## src/rtl/bky_unload_fsm.sv

```systemverilog
// bky_unload_fsm -- Buckeye chain readback sequencer.
// Shifts the configuration chain out through SDI (MSB first), packs WORD_W
// bits per word and writes NWORDS words into the readback FIFO. It waits at
// word boundaries while the FIFO reports FULL.
// All registers update on the falling edge of CLK. RST is asynchronous and
// active-high.
// Optional build macro BKY_UNLOAD_TMR_EN triplicates every register and
// majority-votes the copies. Each copy is reloaded from the voted value, so a
// single upset copy is scrubbed on the next edge.
module bky_unload_fsm #(
   parameter int WORD_W = 16,
   parameter int NWORDS = 18
) (
   input  logic              CLK,
   input  logic              RST,
   input  logic              START,
   input  logic              SDI,
   input  logic              FULL,
   output logic              SHFT_ENA,
   output logic              WRENA,
   output logic [WORD_W-1:0] DOUT,
   output logic              DONE
);

   localparam int BCNT_W = $clog2(WORD_W);
   localparam int WCNT_W = $clog2(NWORDS + 1);

   typedef enum logic [2:0] {
      S_IDLE     = 3'd0,
      S_WAIT     = 3'd1,
      S_SHIFT    = 3'd2,
      S_WRITE    = 3'd3,
      S_SET_DONE = 3'd4
   } state_t;

   // Complete register set of the block. Outputs are registered copies that
   // are decoded from the next state, so no output is glitch-prone.
   typedef struct packed {
      state_t              state;
      logic [BCNT_W-1:0]   bcnt;
      logic [WCNT_W-1:0]   wcnt;
      logic [WORD_W-1:0]   sreg;
      logic [WORD_W-1:0]   dout;
      logic                shft_ena;
      logic                wrena;
      logic                done;
   } regs_t;

   regs_t cur;   // current (voted, when triplicated) register value
   regs_t nxt;   // next register value

   // Next-state and next-output computation from the current register set
   always_comb begin
      nxt          = cur;
      nxt.shft_ena = 1'b0;
      nxt.wrena    = 1'b0;
      nxt.done     = 1'b0;
      case (cur.state)
         S_IDLE: begin
            nxt.bcnt = '0;
            nxt.wcnt = '0;
            if (START) begin
               nxt.state = FULL ? S_WAIT : S_SHIFT;
            end
         end
         S_WAIT: begin
            if (!FULL) begin
               nxt.state = S_SHIFT;
            end
         end
         S_SHIFT: begin
            nxt.sreg = {cur.sreg[WORD_W-2:0], SDI};
            if (cur.bcnt == BCNT_W'(WORD_W - 1)) begin
               // Last bit of the word: publish it and go write it out.
               nxt.dout  = {cur.sreg[WORD_W-2:0], SDI};
               nxt.bcnt  = '0;
               nxt.wcnt  = cur.wcnt + WCNT_W'(1);
               nxt.state = S_WRITE;
            end else begin
               nxt.bcnt = cur.bcnt + BCNT_W'(1);
            end
         end
         S_WRITE: begin
            if (cur.wcnt == WCNT_W'(NWORDS)) begin
               nxt.state = S_SET_DONE;
            end else if (FULL) begin
               nxt.state = S_WAIT;
            end else begin
               nxt.state = S_SHIFT;
            end
         end
         S_SET_DONE: begin
            if (!START) begin
               nxt.state = S_IDLE;
            end
         end
         default: begin
            nxt.state = S_IDLE;
         end
      endcase
      nxt.shft_ena = (nxt.state == S_SHIFT);
      nxt.wrena    = (nxt.state == S_WRITE);
      nxt.done     = (nxt.state == S_SET_DONE);
   end

`ifdef BKY_UNLOAD_TMR_EN
   (* keep = "true", preserve = "true" *) regs_t copy_a;
   (* keep = "true", preserve = "true" *) regs_t copy_b;
   (* keep = "true", preserve = "true" *) regs_t copy_c;
   (* keep = "true", preserve = "true" *) logic [$bits(regs_t)-1:0] voted;

   // Three register copies, each reloaded from the voted next value
   always_ff @(negedge CLK or posedge RST) begin
      if (RST) begin
         copy_a <= '0;
         copy_b <= '0;
         copy_c <= '0;
      end else begin
         copy_a <= nxt;
         copy_b <= nxt;
         copy_c <= nxt;
      end
   end

   // Bitwise majority of the three copies drives both logic and outputs
   always_comb begin
      voted = (copy_a & copy_b) | (copy_a & copy_c) | (copy_b & copy_c);
      cur   = regs_t'(voted);
   end
`else
   regs_t regs;

   // Single register copy
   always_ff @(negedge CLK or posedge RST) begin
      if (RST) begin
         regs <= '0;
      end else begin
         regs <= nxt;
      end
   end

   assign cur = regs;
`endif

   assign SHFT_ENA = cur.shft_ena;
   assign WRENA    = cur.wrena;
   assign DONE     = cur.done;
   assign DOUT     = cur.dout;

endmodule

```

## config.mk

```make
export PLATFORM = sky130hd
export DESIGN_NAME = bky_unload_fsm
export DESIGN_NICKNAME = d
export VERILOG_FILES = /design/src/rtl/bky_unload_fsm.sv
export SDC_FILE = /design/constraint.sdc
export NUM_CORES = 1
export LEC_CHECK = 0
export CORE_ASPECT_RATIO = 2
export CORE_MARGIN = 2
export CORE_UTILIZATION = 50
export CTS_BUF_LIST = sky130_fd_sc_hd__clkbuf_4
export CTS_CLUSTER_SIZE = 8
export DETAILED_ROUTE_END_ITERATION = 10
export PLACE_DENSITY = 0.76
export SLEW_MARGIN = 5
export SYNTH_ARGS = -nofsm -noshare
export SYNTH_HDL_FRONTEND = slang
export SYNTH_SLANG_ARGS = --single-unit
```

## constraint.sdc

```tcl
create_clock -name CLK -period 1.91 [get_ports CLK]
set_clock_uncertainty 0.1 [all_clocks]
set_input_delay 0.191 -clock CLK [delete_from_list [all_inputs] [get_ports CLK]]
set_output_delay 0.191 -clock CLK [all_outputs]
set_load 0.1 [all_outputs]
```

### Word level (Yosys, flattened, before mapping)

Cells that the tools add are included.
Widths: inputs -> output; s select.

* register bits after elaboration: 46

* mux-type cells: 10
* add/sub/neg operators: 2
* equality and inequality tests: 10
* reductions and logical operators: 4

Operators by type and width (number)
* $pmux 9 s2: 1
* $mux 3: 5
* $pmux 3 s5: 1
* $eq 3x2->1 const B: 4
* $eq 3x3->1 const B: 2
* $add 5x1->5 const B: 1
* $eq 5x5->1 const B: 1
* $mux 5: 1
* $add 4x1->4 const B: 1
* $eq 4x4->1 const B: 1
* $mux 4: 1
* $reduce_and 2->1: 2
* $eq 3x1->1 const B: 1
* $logic_not 3->1: 1
* $mux 2: 1
* $ne 2x2->1 const B: 1
* $reduce_bool 2->1: 1

### Longest topological paths before layout

Gate-level depths: netlist (run 1).

* depth after elaboration: 4
* gate-level depth with buffers: 7
* depth with buffers taken out: 6

==> impl_metrics.json, run 1 <==
{
  "yosys-top-cells-count": "nand2_1, dfrtn_1, buf_4",
  "relSlewSlack_pct": 75.3,
  "synth_cell_type_count": 32,
  "hold_class": "reg -> reg",
  "synth_top_area_share_pct": 56.1,
  "grt_overflow_total": 0,
  "dp_slack_ps": -558,
  "hpwl_um": 2510,
  "critPathBufInv": 1,
  "dr.pass1.iters": 4,
  "p_per_area_nw_per_um2": 1400,
  "syn_inst": 221,
  "synth_top_cell_by_area": "dfrtn_1",
  "postSynthAreaPerCell_um2": 9.29,
  "antenna_found_initial": 0,
  "fin_area_um2": 2550,
  "slowest_stage": "dfrtn_1",
  "core_area_um2": 4010,
  "dieArea_um2": 4670,
  "ant_nets": 0,
  "max_stage_delay_ps": 480,
  "p_leak_nw": 1.32,
  "hold_viol_final": 0,
  "wl_per_cell_um": 11.9,
  "via_per_inst": 4.94,
  "routed_wl_um": 3460,
  "via_count": 1438,
  "synth_area_um2": 2050,
  "gp_congestion": 0.780,
  "cts.sink_count": 46,
  "grt_usage_pct": 18.0,
  "die_w_um": 49.3,
  "setup_tns_ps": -6530,
  "setup-violations-final": 19,
  "fin_util_pct": 63.8,
  "yosys.area_share.adder_pct": 1.83,
  "cts_made_buffers": 5,
  "cts.htree.levels": 2,
  "async_reset_ff_share_pct": 100,
  "ioPinCount": 24,
  "insertion_delay_ps": 350,
  "worst_pin_slew_ps": 370,
  "cp_max_fo": 2,
  "synth-xor-area-share_pct": 0.853,
  "rows": 33,
  "synth_top_family_by_area": "simple AND/OR/NAND/NOR gates",
  "syn_to_final_growth_pct": 24.4,
  "nNetsFinal": 246,
  "synth_edf_count": 0,
  "status": "complete, but fails checks",
  "p_total_mw": 3.57,
  "clk_pin_slew_worst_paths_ps": 90,
  "fin_hold_ws_ps": 324,
  "grt_pass1_wl_um": 6430,
  "cp-start-kind": "flop",
  "cts_tree": "done",
  "ir_drop_mv": 0.811,
  "yosysSeqAreaShare_pct": 56.1,
  "crit_path_end_kind": "primary output",
  "fp.dieH_um": 94.6,
  "synthMuxAreaShare_pct": 1.58,
  "synthFlopType": "dfrtn_1",
  "num_antenna_cells": 0,
  "synth_compound_area_share_pct": 2.99,
  "worstPathArrival_ps": 1980,
  "syn_nets": 229,
  "clock-root-buffer": "clkbuf_4",
  "drv_cap": 0,
  "grt_pass1_vias": 1479,
  "final_cells": 291,
  "port_buffers": 23,
  "clockBufferDepth": 2,
  "synth_most_common_cell": "nand2_1",
  "crit_chain": "buf_12",
  "grt_max_degree": 28,
  "synth_warnings": 0,
  "slew_violations": 0,
  "start_util_pct": 51.3,
  "yosys.area_share.simple_pct": 27.1,
  "rsz0062_at_grt": "yes",
  "drive_gt1_share_pct": 21.3,
  "worst_ep_required_time_ps": 1620,
  "setup.worst_path.class": "reg -> out",
  "place_inst": 279,
  "violations": "setup timing",
  "placed_cell_area_um2": 2440,
  "crit_family": "flip-flops",
  "post-route-drc-count": 0,
  "synthTopCellsByArea": "dfrtn_1, nand2_1, buf_4, ha_1, buf_6",
  "ys_ff_latch": 46,
  "dr.first_iter.drc_count": 23,
  "setup_slack_ps": -359,
  "fillers": 348
}
-- final timing paths --
kind                       startpoint  endpoint  slack, ps  cells after the start
max in group asynchronous         RST   cur[21]        540                      3
hold / removal                cur[33]  DOUT[15]        320                      2
setup / recovery             DOUT[14]  DOUT[14]       -360                      1
hold reg to reg               cur[33]  DOUT[15]        320                      2
min in group asynchronous         RST   DOUT[8]        960                      3
setup reg to reg              cur[40]   cur[37]        190                      6
-- layer usage --
metal | routed length (µm) | global-route usage (%) | vias up
met3 | 100 | 4.27 | 7
met4 | 86 | 10.2 | 0
met2 | 1810 | 29.6 | 20
li1 | - | - | 717
met5 | 0 | 0 | -
met1 | 1460 | 21.4 | 694
-- final cells by class --
class / instances / area [µm²] / share of cell area [%]
Sequential cell: 46 / 1150 / 45.1
Multi-Input combinational cell: 147 / 727 / 28.5
Timing Repair Buffer: 34 / 529 / 20.7
Tap cell: 52 / 65.1 / 2.55
Clock buffer: 5 / 37.5 / 1.47
Inverter: 4 / 23.8 / 0.930
Clock inverter: 3 / 21.3 / 0.833
-- worst min-delay path, delay by kind of cell, from the launching register on --
kind / cells / cell delay [ps]
flip-flops: 1 / 420
AND/OR/NAND/NOR: 2 / 100
-- kinds of logic after synthesis --
group / count (synthesis)
compound gates: 9
xor+xnor: 2
fa+ha+maj: 3
buf+inv: 28
flops: 46
mux: 3
simple gates: 130
-- layout by cell type (no fill, tap or decap), drive strengths merged, types with 3 or more instances in the layout --
master  instances
nand2         103
dfrtn          46
buf            30
nor2            7
nand3           6
clkbuf          5
and3            4
o21ai           4
ha              3
o31ai           3
clkinv          3
-- repair_timing --
action	CTS	global route
hold buffers	0	0
setup buffers	2	2
pin swaps	2	1
gates resized for setup	3	5
endpoints found under the setup margin	21	23
hold endpoints to repair	0	0
-- power breakdown --
part           internal [mW]  switching (mW)
clock                  0.143           0.322
combinational          0.588            1.02
sequential              1.27           0.235
total                   2.00            1.57
-- sequential cells by signal (all words and copies together), names as in the netlist --
register / count
DONE: 1
DOUT: 16
SHFT_ENA: 1
WRENA: 1
cur: 27
Note: power is estimated with default switching activity, not from simulation.
==> inputs of run 2 (changes only) <==
- CORE_MARGIN: 2 -> not set
==> run 2 against run 1 <==
Effect of this change: the run still ends with setup timing left; combinational power barely moved; via count fell by 1.8%; utilization rose by 0.61 points; final cell count fell by 1.7%; critical endpoint is now SHFT_ENA; largest cell class unchanged.
==> impl_metrics.json, run 2 (synthesis gave the netlist of run 1 again) <==
{
  "largest_reg_flops": 27,
  "setup.worst_path.class": "reg -> out",
  "cts_made_buffers": 5,
  "wl_per_cell_um": 11.6,
  "place_inst": 277,
  "clk_pin_slew_worst_paths_ps": 80,
  "worst_pin_slew_ps": 351,
  "hpwl_um": 2380,
  "setup_slack_ps": -334,
  "busiest_layer": "met2",
  "rows": 32,
  "ioPinCount": 24,
  "cts.sink_count": 46,
  "mostFrequentLayoutCells": "nand2_1, dfrtn_1, buf_12",
  "worst_ep_required_time_ps": 1620,
  "clock-root-buffer": "clkbuf_4",
  "grtUsageMet3_pct": 3.51,
  "p_leak_nw": 1.29,
  "fp.dieH_um": 92.6,
  "via_count": 1412,
  "p_total_mw": 3.52,
  "worstPathArrival_ps": 1950,
  "drv_cap": 0,
  "insertion_delay_ps": 330,
  "via_per_inst": 4.94,
  "p_per_area_nw_per_um2": 1410,
  "rsz0062_at_grt": "yes",
  "nNetsFinal": 243,
  "cp_max_fo": 1,
  "clockBufferDepth": 2,
  "slowest_stage": "dfrtn_1",
  "hold_class": "reg -> reg",
  "grt_use_met1_pct": 21.7,
  "syn_to_final_growth_pct": 21.8,
  "cp-start-kind": "flop",
  "post-route-drc-count": 0,
  "fin_hold_ws_ps": 328,
  "cts_tree": "done",
  "dr.first_iter.drc_count": 21,
  "grt_pass1_vias": 1315,
  "slew_violations": 0,
  "max_stage_delay_ps": 480,
  "relSlewSlack_pct": 76.6,
  "core_area_um2": 3880,
  "crit_chain": "buf_12",
  "placed_cell_area_um2": 2430,
  "crit_family": "flip-flops",
  "grtUsageMet2_pct": 31.6,
  "grt_overflow_total": 0,
  "fin_util_pct": 64.4,
  "violations": "setup timing",
  "start_util_pct": 52.9,
  "gp_congestion": 0.829,
  "hold_viol_final": 0,
  "grt_pass1_wl_um": 5850,
  "crit_path_end_kind": "primary output",
  "drive_gt1_share_pct": 18.3,
  "grt_max_degree": 33,
  "die_w_um": 47.3,
  "cts_hold_buf": 0,
  "fin_area_um2": 2500,
  "antenna_found_initial": 0,
  "dr.pass1.iters": 4,
  "setup-violations-final": 19,
  "final_cells": 286,
  "status": "complete, but fails checks",
  "critPathBufInv": 1,
  "cts.htree.levels": 2,
  "routed_wl_um": 3320,
  "dieArea_um2": 4380,
  "mostFrequentLayoutCell": "nand2_1",
  "grt_usage_pct": 18.6,
  "num_antenna_cells": 0,
  "ir_drop_mv": 1.01,
  "port_buffers": 23,
  "ant_nets": 0
}
-- run 2: layout make-up --
| class | instances | area, µm² |
|---|---|---|
| timing repair buffer | 31 | 503 |
| clock inverter | 2 | 10.0 |
| inverter | 4 | 23.8 |
| multi-input combinational | 147 | 712 |
| tap | 51 | 63.8 |
| fill | 326 | 1380 |
| clock buffer | 5 | 37.5 |
| sequential | 46 | 1150 |
-- run 2: layer usage --
| layer | wire length, µm | share of wire [%] |
|---|---|---|
| met1 | 1310 | 40 |
| met2 | 1860 | 56 |
| met3 | 90 | 2.7 |
| met4 | 56 | 1.7 |
| met5 | 0 | 0 |
-- run 2: where the power goes --
group          leakage, nW  internal [mW]  switching (mW)
combinational        0.657          0.588           0.992
sequential           0.608           1.27           0.250
clock               0.0308          0.133           0.288
total                 1.29           1.99            1.53
-- run 2: path summary, 6_finish.rpt --
check / from / to / slack [ps] / depth (start not counted)
worst min register to register: cur[33] / DOUT[15] / 330 / 2
worst max register to register: cur[40] / cur[37] / 150 / 6
min in group asynchronous: RST / DOUT[6] / 970 / 3
worst max-delay path: SHFT_ENA / SHFT_ENA / -330 / 1
max in group asynchronous: RST / cur[36] / 510 / 3
worst min-delay path: cur[33] / DOUT[15] / 330 / 2
-- run 2: repair_timing --
item	in CTS	in global routing
gates resized for setup	4	0
pin swaps	1	0
endpoints found under the setup margin	22	19
buffers inserted	2	0
-- run 2: per-stage QoR --
stage          setup slack (ps)  setup TNS (ps)
2_1_floorplan              -285            -854
3_3_place_gp               -477           -1840
3_5_place_dp               -551           -2010
4_1_cts                    -347           -6390
5_1_grt                    -382           -6930
6_report                   -334           -6060
==> patch 1 (settings of run 1) <==
`WORD_W`: 16 -> 64.
--- a/src/rtl/bky_unload_fsm.sv
+++ b/src/rtl/bky_unload_fsm.sv
@@ -8,7 +8,7 @@
 // majority-votes the copies. Each copy is reloaded from the voted value, so a
 // single upset copy is scrubbed on the next edge.
 module bky_unload_fsm #(
-   parameter int WORD_W = 16,
+   parameter int WORD_W = 64,
    parameter int NWORDS = 18
 ) (
    input  logic              CLK,
Ports: changed (resized DOUT); port bits go from 24 to 72. The function was not compared with the original's and may differ.
==> patch 1 against run 1 <==
Worst setup slack worse by 0.16 ns; non-clock buffer count is 92 higher; largest power group is now sequential cells; highest routed layer unchanged; routed wire length grew to 3.4 times the old value; synthesized cell count is 97% higher; sequential share of layout area is 1.9 points lower; the flow still finishes with violations (negative setup slack); hold slack better by 0.0088 ns; synthesized area grew to 3.0 times the old value; cell area grew to 3.3 times the old value; power is 120% higher; die area grew to 2.9 times the old value; sequential cell count is 98 higher.
==> patch 1: results (changes against run 1) <==
Clock network
  – Clk pin slew, worst setup/hold paths: ~0.080 ns
  – Skew-Pair Late Insertion Delay: 0.46 ns (+0.11 ns)
  – Clock buffer count from CTS: 17 (+12)
  – CTS root buf: sky130_fd_sc_hd__clkbuf_4
  – Longest Clk Path Bufs: 2 (unchanged)
  – Number of levels the H-tree was split into: 4 (+2)

Status
  – Violations in the final reports: negative setup slack
  – Result of the run: complete, but fails checks

Placement
  – Placed cell areas: 0.00755 mm2 (+210%)
  – Pre-CTS setup slack: -0.464 ns (+0.0934 ns)
  – Port buffer count: 71 (+210%)
  – Last weighted congestion value of the routability-driven placer: 0.778 (-0.19%)
  – DP HPWL: 7690 um (+210%)

Final layout
  – Filler Cell Count: 819 (+140%)
  – Number of flip-flops under the largest register name: 77 (+190%)
  – Post-route core utilization: 68.8% (+5.0 points)
  – Net count of the finished layout: 504 (+100%)
  – Fraction of layout cells with a size suffix above 1: 54.0% (+33 points)

STA
  – Slew at the pin with the worst max-slew slack: 0.388 ns (+0.0174 ns)
  – Setup TNS after final layout: -31.03 ns (-24.50 ns)
  – Final setup viols: 97 (+78)
  – Worst path setup slack after routing: -0.522 ns (-0.163 ns)
  – Worst Hold Margin: 0.333 ns (+0.00885 ns)

Critical path
  – Worst endpoint data arrival time: 2.14 ns (+0.16 ns)
  – Highest cell delay on the worst timing path: 0.52 ns (+0.04 ns)
  – Crit-path slowest cell: sky130_fd_sc_hd__dfrtn_1
  – Worst R2R Setup Slack: -0.06 ns (-0.25 ns)
  – Cell family with the largest share of critical-path delay: flip-flops
  – Critical-path maximum fanout: 2 (unchanged)

Global routing
  – Global-route wire length before repair: 17400 um (+170%)
  – Number of antenna violations at the first check in global routing: 1 (+1)
  – Global-route usage over all layers: 17.3% (-0.67 points)
  – Via count of the first global-routing pass: 3564 (+140%)
  – Maximum number of pins on one net before global-route repair: 57 (+100%)

Synth
  – Fraction of synthesis flops using an asynchronous set or reset pin: 100% (unchanged)
  – Most frequent cells after synthesis: sky130_fd_sc_hd__dfrtn_1, sky130_fd_sc_hd__mux2_2, sky130_fd_sc_hd__buf_4
  – Total number of yosys warnings: 0 (unchanged)
  – Share of the synthesized area in compound gates (AO/OA/AOI/OAI): 3.32% (+0.34 points)
  – Portion of netlist area occupied by mux cells: 23.5% (+22 points)
  – Synth unique cells: 37 (+16%)
  – Post-Synth XOR/XNOR Area: 0% (-0.85 points)
  – Adder-cell share of the synthesized area: 0.608% (-1.2 points)
  – Fraction of the yosys area taken by sequential cells: 58.4% (+2.3 points)
  – Syn nets: 443 (+93%)
  – Cell types occupying the most area after synthesis: sky130_fd_sc_hd__dfrtn_1, sky130_fd_sc_hd__mux2_2, sky130_fd_sc_hd__mux2_1

Pwr
  – Leakage power: 3.88 nW (+190%)
  – Worst supply voltage drop on vdd: 0.000942 V (+16%)
  – Net Sw Frac: 29.2% (-15 points)

Worst hold path
  – Path type of the worst min-delay path: flop to flop

Routing
  – Overall via count from detail_route: 3468 (+140%)
  – Initial detailed-routing violation count: 153 (+570%)
  – Aggregate routed wire length: 11900 um (+240%)
## patch 1: through the flow
stage / total power, mW / cells
floorplan: 5.18 / 435
global placement: 5.70 / 607
detailed placement: 5.80 / 607
CTS: 7.94 / 644
global route: 8.40 / 657
finish: 7.98 / 657
## patch 1: worst paths after layout
path,from,endpoint,cells past startpoint
min in group asynchronous,RST,cur[122]$_DFFE_NP0P_,3
max,DOUT[10]$_DFFE_NP0P_,DOUT[10],1
min,cur[129]$_DFFE_NP0P_,cur[129]$_DFFE_NP0P_,1
max reg2reg,cur[137]$_DFFE_NP0P_,DOUT[42]$_DFFE_NP0P_,6
max in group asynchronous,RST,DOUT[30]$_DFFE_NP0P_,3
min reg2reg,cur[129]$_DFFE_NP0P_,cur[129]$_DFFE_NP0P_,1
## patch 1: repair_timing
| action | in CTS | in global routing |
|---|---|---|
| pin swaps | 0 | 2 |
| endpoints found under the hold margin | 0 | 0 |
| endpoints found under the setup margin | 70 | 110 |
| resized for setup | 1 | 62 |
| gates cloned | 0 | 7 |
| setup buffers | 5 | 5 |
## patch 1: layer usage
layer,GRT usage (%),share of wire (%)
met3,4.75,2.8
met5,0,0
met1,19.7,38
met2,30.1,56
met4,6.78,2.6
## patch 1: area by class of cell
cell class | instances | area share [%]
flip-flops and latches | 144 | 43.2
multi-input cells | 202 | 25.8
repair buffers | 126 | 24.6
clock inverters | 14 | 2.23
well taps | 147 | 2.20
clock buffers | 18 | 1.62
inverters | 5 | 0.270
diodes | 1 | 0.0300
## patch 1: power groups by stage
stage                     Sequential, mW  Combinational (mW)  Clock, mW
after floorplan                     4.01                1.17          0
after global placement              4.08                1.62          0
after detailed placement            4.12                1.68          0
after CTS                           4.06                1.70       2.18
after global routing                4.19                1.88       2.33
final                               4.10                1.74       2.13
## patch 1: cells by family after synthesis
group,Yosys count
fa+ha+maj,3
flops,144
compound gates,29
simple gates,41
buf+inv,89
mux,129
==> patch 2 (settings of run 1) <==
Without the edit above. Build with the macro `BKY_UNLOAD_TMR_EN` defined.
--- a/src/rtl/bky_unload_fsm.sv
+++ b/src/rtl/bky_unload_fsm.sv
@@ -7,6 +7,8 @@
 // Optional build macro BKY_UNLOAD_TMR_EN triplicates every register and
 // majority-votes the copies. Each copy is reloaded from the voted value, so a
 // single upset copy is scrubbed on the next edge.
+`define BKY_UNLOAD_TMR_EN
+
 module bky_unload_fsm #(
    parameter int WORD_W = 16,
    parameter int NWORDS = 18
Check against the original RTL: no difference found for any inputs over 10 cycles, from zero or initial values and one cycle with RST high; that may be too few to reach the edited logic, so the function may still have changed.
==> patch 2 against run 1 <==
The flow still finishes with violations (negative setup slack); combinational power fell by 32%; cell area rose by 4.8%; worst setup slack improved by 0.030 ns; synthesized area rose by 4.1%; final cell count fell by 8.6%; clock power fell by 8.8%; routed wire length rose by 9.3%; via count fell by 4.2%; power fell by 18%; register-to-register slack got worse by 0.05 ns; sequential cell count did not move; first-iteration DRC count did not move; largest cell class unchanged.
==> patch 2: results (changes against run 1) <==
Global routing
  – Met2 track utilization from global routing: 30.9% (+1.3 points)
  – Global-route wire length before repair: 6590 um (+2.5%)
  – Routing usage on met1: 21.0% (-0.36 points)

Pwr
  – Worst supply voltage drop on vdd: 0.000843 V (+4.0%)

Critical path
  – First element of the critical path: copy_c[3]$_DFFE_NP0P_
  – Startpoint of the lowest-slack register-to-register path: copy_c[40]$_DFFE_NP0P_
  – Endpoint of the worst setup timing path: DOUT[0]
  – Path depth of the worst reg2reg path: 5 (-1)
  – Worst R2R Setup Slack: 0.14 ns (-0.05 ns)

Placement
  – DP HPWL: 2750 um (+9.4%)
  – Placed cell areas: 0.00257 mm2 (+5.3%)
  – Last weighted congestion value of the routability-driven placer: 0.765 (-1.9%)
  – Placed cell count: 256 (-8.2%)
  – Pre-CTS setup slack: -0.476 ns (+0.0817 ns)

Clock network
  – Number of cells upsized or downsized after cts: 8 (+5)
  – Skew-Pair Late Insertion Delay: 0.33 ns (-0.02 ns)

Status
  – Result of the run: complete, but fails checks
  – Violations in the final reports: negative setup slack

Worst hold path
  – Launch instance of the worst min-delay path: copy_c[39]$_DFFE_NP0P_
  – Count of cells along the worst hold path: 1 (-1)
  – Worst hold path endpoint: copy_c[39]$_DFFE_NP0P_

Synth
  – Syn nets: 199 (-13%)
  – Synth Instances: 191 (-14%)

STA
  – Worst path setup slack after routing: -0.329 ns (+0.0301 ns)
  – Worst slew margin: 72.5% (-2.8 points)
  – Final setup viols: 19 (unchanged)

Final layout
  – Non-Filler Instances: 266 (-8.6%)

Routing
  – Wire length on met1: 1480 um (+1.5%)
  – Aggregate routed wire length: 3780 um (+9.3%)
[patch 2: worst register-to-register path: stages, from the launching register on]
cell and delay (ns):
sky130_fd_sc_hd__dfrtn_1 0.44, sky130_fd_sc_hd__ha_1 0.18, sky130_fd_sc_hd__nand3_1 0.21, sky130_fd_sc_hd__nor2_8 0.18, sky130_fd_sc_hd__buf_12 0.17, sky130_fd_sc_hd__mux2_2 0.35
[patch 2: report_power, final]
part           internal (mW)  switching, mW
registers               1.21          0.179
clock network          0.133          0.291
logic                  0.436          0.666
[patch 2: layout make-up]
| cell class | count | area, um2 |
|---|---|---|
| fill | 305 | 1410 |
| sequential | 46 | 1150 |
| multi-input combinational | 117 | 817 |
| timing repair buffer | 41 | 582 |
| tap | 52 | 65.1 |
| clock buffer | 5 | 37.5 |
| inverter | 3 | 15.0 |
| clock inverter | 2 | 10.0 |
